### src/rtl/systolic_drain.sv
// systolic_drain: captures psum beats from the systolic array into a beat FIFO,
// serves them to the result writer over valid/ready, counts beats against a
// programmed total and reports done once everything has been drained.
// Optional build macro: DRAIN_WORD_REVERSE_EN reverses word order inside each
// stored beat (word v of the stored beat = input word WORDS_PER_BEAT-1-v).
module systolic_drain #(
  parameter int C_WIDTH        = 32,
  parameter int WORDS_PER_BEAT = 4,
  parameter int FIFO_DEPTH     = 16,
  parameter int CNT_WIDTH      = 32
) (
  input  logic                              clk,
  input  logic                              rst,
  input  logic                              start,
  input  logic [CNT_WIDTH-1:0]              expected_count,
  input  logic [C_WIDTH*WORDS_PER_BEAT-1:0] in_data,
  input  logic                              in_valid,
  output logic [C_WIDTH*WORDS_PER_BEAT-1:0] out_data,
  output logic                              out_valid,
  input  logic                              out_ready,
  output logic [CNT_WIDTH-1:0]              beat_count,
  output logic                              overflow,
  output logic                              done,
  output logic                              busy
);

  localparam int BW = C_WIDTH * WORDS_PER_BEAT;
  localparam int AW = $clog2(FIFO_DEPTH);
  localparam int PW = AW + 1;

  typedef enum logic [1:0] {
    ST_IDLE  = 2'd0,
    ST_RUN   = 2'd1,
    ST_FLUSH = 2'd2,
    ST_DONE  = 2'd3
  } state_t;

  // Word ordering applied to a beat before it is stored.
  function automatic logic [BW-1:0] order_words(input logic [BW-1:0] beat);
    logic [BW-1:0] res;
`ifdef DRAIN_WORD_REVERSE_EN
    res = '0;
    for (int v = 0; v < WORDS_PER_BEAT; v++) begin
      res[v*C_WIDTH +: C_WIDTH] = beat[(WORDS_PER_BEAT-1-v)*C_WIDTH +: C_WIDTH];
    end
`else
    res = beat;
`endif
    return res;
  endfunction

  state_t               state_r;
  logic [PW-1:0]        wr_ptr_r;
  logic [PW-1:0]        rd_ptr_r;
  logic [BW-1:0]        mem_r [FIFO_DEPTH];
  logic [BW-1:0]        out_data_r;
  logic                 out_valid_r;
  logic [CNT_WIDTH-1:0] beat_count_r;
  logic [CNT_WIDTH-1:0] target_r;
  logic                 overflow_r;
  logic                 done_r;
  logic                 busy_r;

  logic                 pop_s;
  logic                 full_s;
  logic                 accept_s;
  logic                 push_s;
  logic                 drop_s;
  logic [PW-1:0]        wr_ptr_nxt_s;
  logic [PW-1:0]        rd_ptr_nxt_s;
  logic                 empty_nxt_s;
  logic [CNT_WIDTH-1:0] cnt_inc_s;
  logic [BW-1:0]        wdata_s;
  logic [BW-1:0]        head_nxt_s;

  // Handshake decode, next pointers, saturating count and next head entry.
  always_comb begin
    pop_s    = out_valid_r && out_ready;
    full_s   = (wr_ptr_r[AW] != rd_ptr_r[AW]) &&
               (wr_ptr_r[AW-1:0] == rd_ptr_r[AW-1:0]);
    accept_s = (state_r == ST_RUN) && in_valid;
    // A full FIFO still has room when its head leaves in the same cycle.
    push_s   = accept_s && (!full_s || pop_s);
    drop_s   = accept_s && !push_s;
    wdata_s  = order_words(in_data);

    if (push_s) begin
      wr_ptr_nxt_s = wr_ptr_r + PW'(1);
    end else begin
      wr_ptr_nxt_s = wr_ptr_r;
    end

    if (pop_s) begin
      rd_ptr_nxt_s = rd_ptr_r + PW'(1);
    end else begin
      rd_ptr_nxt_s = rd_ptr_r;
    end

    empty_nxt_s = (wr_ptr_nxt_s == rd_ptr_nxt_s);

    if (beat_count_r == {CNT_WIDTH{1'b1}}) begin
      cnt_inc_s = beat_count_r;
    end else begin
      cnt_inc_s = beat_count_r + CNT_WIDTH'(1);
    end

    // The slot that becomes head may be the one written this very cycle.
    if (push_s && (wr_ptr_r[AW-1:0] == rd_ptr_nxt_s[AW-1:0])) begin
      head_nxt_s = wdata_s;
    end else begin
      head_nxt_s = mem_r[rd_ptr_nxt_s[AW-1:0]];
    end
  end

  // Beat storage; contents need no reset because the pointers define validity.
  always_ff @(posedge clk) begin
    if (push_s) begin
      mem_r[wr_ptr_r[AW-1:0]] <= wdata_s;
    end
  end

  // FIFO pointers and the registered head beat presented to the consumer.
  always_ff @(posedge clk or negedge rst) begin
    if (!rst) begin
      wr_ptr_r    <= '0;
      rd_ptr_r    <= '0;
      out_data_r  <= '0;
      out_valid_r <= 1'b0;
    end else begin
      wr_ptr_r    <= wr_ptr_nxt_s;
      rd_ptr_r    <= rd_ptr_nxt_s;
      out_valid_r <= !empty_nxt_s;
      if (!empty_nxt_s) begin
        out_data_r <= head_nxt_s;
      end
    end
  end

  // Drain control FSM with beat counting, overflow flag and status outputs.
  always_ff @(posedge clk or negedge rst) begin
    if (!rst) begin
      state_r      <= ST_IDLE;
      beat_count_r <= '0;
      target_r     <= '0;
      overflow_r   <= 1'b0;
      done_r       <= 1'b0;
      busy_r       <= 1'b0;
    end else begin
      case (state_r)
        ST_IDLE, ST_DONE: begin
          if (start) begin
            beat_count_r <= '0;
            overflow_r   <= 1'b0;
            target_r     <= expected_count;
            if (expected_count == '0) begin
              state_r <= ST_DONE;
              done_r  <= 1'b1;
              busy_r  <= 1'b0;
            end else begin
              state_r <= ST_RUN;
              done_r  <= 1'b0;
              busy_r  <= 1'b1;
            end
          end
        end
        ST_RUN: begin
          if (in_valid) begin
            beat_count_r <= cnt_inc_s;
            if (drop_s) begin
              overflow_r <= 1'b1;
            end
            if (cnt_inc_s == target_r) begin
              state_r <= ST_FLUSH;
            end
          end
        end
        ST_FLUSH: begin
          if (empty_nxt_s) begin
            state_r <= ST_DONE;
            busy_r  <= 1'b0;
            done_r  <= 1'b1;
          end
        end
        default: begin
          state_r <= ST_IDLE;
          done_r  <= 1'b0;
          busy_r  <= 1'b0;
        end
      endcase
    end
  end

  assign out_data   = out_data_r;
  assign out_valid  = out_valid_r;
  assign beat_count = beat_count_r;
  assign overflow   = overflow_r;
  assign done       = done_r;
  assign busy       = busy_r;

endmodule

### config.mk
export PLATFORM = sky130hd
export DESIGN_NAME = systolic_drain
export DESIGN_NICKNAME = d
export VERILOG_FILES = /design/src/rtl/systolic_drain.sv
export SDC_FILE = /design/constraint.sdc
export NUM_CORES = 2
export LEC_CHECK = 0
export CELL_PAD_IN_SITES_DETAIL_PLACEMENT = 1
export CELL_PAD_IN_SITES_GLOBAL_PLACEMENT = 1
export CORE_MARGIN = 5
export CORE_UTILIZATION = 50
export DETAILED_ROUTE_END_ITERATION = 16
export MAX_ROUTING_LAYER = met4
export PLACE_DENSITY = 0.78
export SYNTH_ARGS = -nofsm -noshare
export SYNTH_HDL_FRONTEND = slang
export SYNTH_SLANG_ARGS = --single-unit
### constraint.sdc
create_clock -name clk -period 18.2 [get_ports clk]
set_input_delay 1.82 -clock clk [delete_from_list [all_inputs] [get_ports clk]]
set_output_delay 1.82 -clock clk [all_outputs]
set_load 0.01 [all_outputs]
==> impl_results.md <==
* Slowest stage cell on the critical path: buf_4
* Worst R2R Start: out_valid
* CP Buf/Inv Count at 6
* Worst hold slack at 0.480 ns
* WP data required at 18.95 ns
* Chip width at about 440 um
* Synth Area per Inst at 12.6 sq um
* Status: completed
* Htree depth at 4
* Crit end category: flop
* Synth warnings at 0
* Critical path's top delay family: buffers and inverters
* Mapped Nets at 7358
* Vias in the first global route at 65.9k
* FF-to-FF path depth at 14
* P_leak at about 36 nW
* Switching share of power at 41.2%
* Number of buffers added for setup after CTS at 0
* Share of layout cells above drive strength 1 at roughly 6.8%
* Remaining Overflow, GRT at 0
* # IOs at between 300 and 400
* Fill cells at approximately 18k
* Final Cycle Share at 38.3%
* Tmin final at roughly 7 ns
* Main synth FF type: edfxtp_1
* Worst Path Arrival at just under 8 ns
* Largest net degree at the start of global routing at ~190
* Asr flop ratio synth at under 10%
* CP Class: input pin to flop
* Drt first pass iters at 8
* Gp weighted congestion at ~0.87
* Post-Syn Area at 90400 sq um
* Worst vdd ir at 0.251 mV
* Drt drc at 0
* Row Count at approximately 160
* Sequential share of the synthesized area at approximately three quarters
* Footprint of the multi-input gates at about 22000 sq um
* Hold-fix buffers, CTS at 0
* Worst-case clock skew at 0.0318 ns
* Final hold viol count at 0
* Gate power share at 41.8%
* Clock power share at approximately a quarter
* FMAX at around 140 MHz
* Pwr per Cell Area at 184 nW/um^2
* CP Launch Point: out_ready
* Post-cts resize count at 0
* Total internal power at approximately 11 mW
* Routed WL per cell at 28.2 um
* Clock root cell: clkbuf_16
* Worst-Skew Late Latency at 0.88 ns
* Buffers on Ports at between 300 and 400
* Global-route wire length before repair at roughly 420000 um
* Iter 0 DRT Violations at roughly 6.5k
* Hold Crit Start: out_data[75]
* Clock-pin transition on the worst setup and hold timing paths at about 0.06 ns
* Antenna violations before repair at 40
* HPWL after DPL at between 100000 and 150000 um
* Cts bufs inserted at 225
* Yosys cell types at 66
* Post-layout net count at 7508
* Clk sinks at approximately 2.3k
* RSZ-0062 raised after global routing: false
* Core area at between 150000 and 200000 sq um
* DIE HEIGHT at 435 um
* DR vias at a little over 60k
* Max Root-Sink Buffers at 3
* Setup TNS at 0 ns
* Final setup fails at 0
* Critical Path Most Common Cell: buf_4
* Die ar. at 189000 sq um
* CTS tree: yes
* Max_cap viols at 0
* Max stage delay on crit path at 0.77 ns
* Critical path cell sequence: clkdlybuf4s50_1, nand2_1, xor2_4, buf_4, buf_4, buf_4, buf_4, buf_4, nand2_1, and3_1, a311oi_1, a311oi_1, a311oi_1, a21oi_1, o21ai_0
* Maximum fanout along the worst path at slightly above 70
* FF+latch area at about 67000 sq um
* Slew Limit Fails at 0
* Sequential share of power at 33.7%
* Hold Path Class: flop to flop
* Yosys reg bits at about 2.3k
* Via density at 6.24
* Slew HR at between 7 and 8%
* Area growth syn-to-layout at 14.3%
* Worst-Margin Slew at between 1 and 1.5 ns
* Sw power at 7.85 mW
* Post-Syn Instances at between 7k and 8k
* Startpoint Class: input pin
* R2R Setup Slk at approximately 12 ns
* DRT Wirelength at roughly 280000 um
* Hold Path Sink: out_data[75]
* Worst R2R End: out_data[116]
* Post-synth EDFFs at 2048
* Initial Util at 50.1%
* Post-route ant nets at 0
* Hold depth at 2
* GRT Total Usage at around 30%
## cells by family (layout without fill, tap and decap cells)
logic type | Yosys count | in the layout | synth area share, %
muxes | 37 | 37 | 0.455
DFF | 2256 | 2256 | 73.8
xor gates and xnor gates | 70 | 70 | 0.678
other | 0 | 36 | 0
and+or+nand+nor | 3537 | 3537 | 16.8
adders and majority gates | 9 | 9 | 0.125
AOI/OAI and AO/OA | 750 | 750 | 5.94
buffers and inverters | 525 | 873 | 2.21
## through the flow
| stage | worst slack, ns | utilization [%] | std cells | power [mW] | cell area, sq um |
|---|---|---|---|---|---|
| finish | 11.23 | 57.3 | 9938 | 19.1 | 103000 |
| global route | 10.86 | 57.3 | 9935 | 20.0 | 103000 |
| CTS | 11.29 | 57.3 | 9902 | 19.1 | 103000 |
| detailed placement | 10.45 | 53.2 | 9477 | 14.3 | 95900 |
| global placement | 10.59 | 53.2 | 9477 | 14.0 | 95900 |
| floorplan | 6.24 | - | 7184 | 11.6 | 90400 |
## Yosys cell counts (all sizes together), types with 17 or more instances
library cell  number  area (sq um)
nor2              34           130
nand2           2242          8420
mux2              33           372
edfxtp          2048         61500
a21oi            145           726
inv               17          63.8
clkbuf           458          1720
buf               49           215
a311oi           385          3380
nand3           1045          5240
nand4             18           119
xnor2             47           412
xor2              23           201
o21ai            170           851
and3             137           857
dfrtp            208          5200
## state kept, by name (all words and copies together), names as in the netlist
register,flops
out_valid,1
beat_count,32
wr_ptr_r,5
mem_r,2048
busy,1
state_r,2
done,1
target_r,32
overflow,1
out_data,128
rd_ptr_r,5
## cell type report
| cell class | instances | share of cell area, % |
|---|---|---|
| flip-flops and latches | 2256 | 64.5 |
| multi-input cells | 4403 | 21.2 |
| clock buffers | 331 | 6.23 |
| repair buffers | 430 | 4.09 |
| well taps | 2370 | 2.87 |
| clock inverters | 94 | 0.902 |
| inverters | 18 | 0.0872 |
| diodes | 36 | 0.0872 |
## cells in the final DEF, fill, tap and decap left out, types with 39 or more instances in the layout
| cell | instances |
|---|---|
| and3_1 | 137 |
| a311oi_1 | 384 |
| xnor2_1 | 46 |
| clkbuf_1 | 69 |
| clkinv_2 | 39 |
| edfxtp_1 | 2048 |
| clkbuf_16 | 229 |
| nand3_1 | 1043 |
| clkdlybuf4s50_1 | 327 |
| dfrtp_1 | 208 |
| buf_4 | 88 |
| a21oi_1 | 145 |
| o21ai_0 | 158 |
| nand2_1 | 2241 |
## layer usage
| metal | routed length (um) | vias up | track usage (%) |
|---|---|---|---|
| met5 | 0 | - | - |
| met4 | 10500 | 0 | 11.4 |
| met3 | 19600 | 612 | 4.78 |
| met2 | 141000 | 2610 | 49.8 |
| met1 | 109000 | 32100 | 37.1 |
| li1 | - | 26700 | - |
## worst min-delay path: stages (launching register included)
cell and delay, ns:
dfrtp_1 0.34, nand2_1 0.05, o21ai_0 0.06
## power by group through the flow
stage	sequential, mW	clock [mW]	combinational [mW]
final	6.42	4.66	7.97
after global routing	6.45	4.95	8.63
after CTS	6.42	4.70	7.95
after detailed placement	6.52	0	7.82
after global placement	6.50	0	7.47
after floorplan	6.49	0	5.08
## worst max-delay path by stage
stage,cells after the start,slack (ns),end
after floorplan,5,6.24,mem_r[0][0]
after global placement,15,10.59,out_data[114]
after detailed placement,15,10.45,out_data[117]
after CTS,15,11.29,out_data[116]
after global routing,15,10.86,out_data[116]
final,15,11.23,out_data[116]
Note: power is estimated with default switching activity, not from simulation.
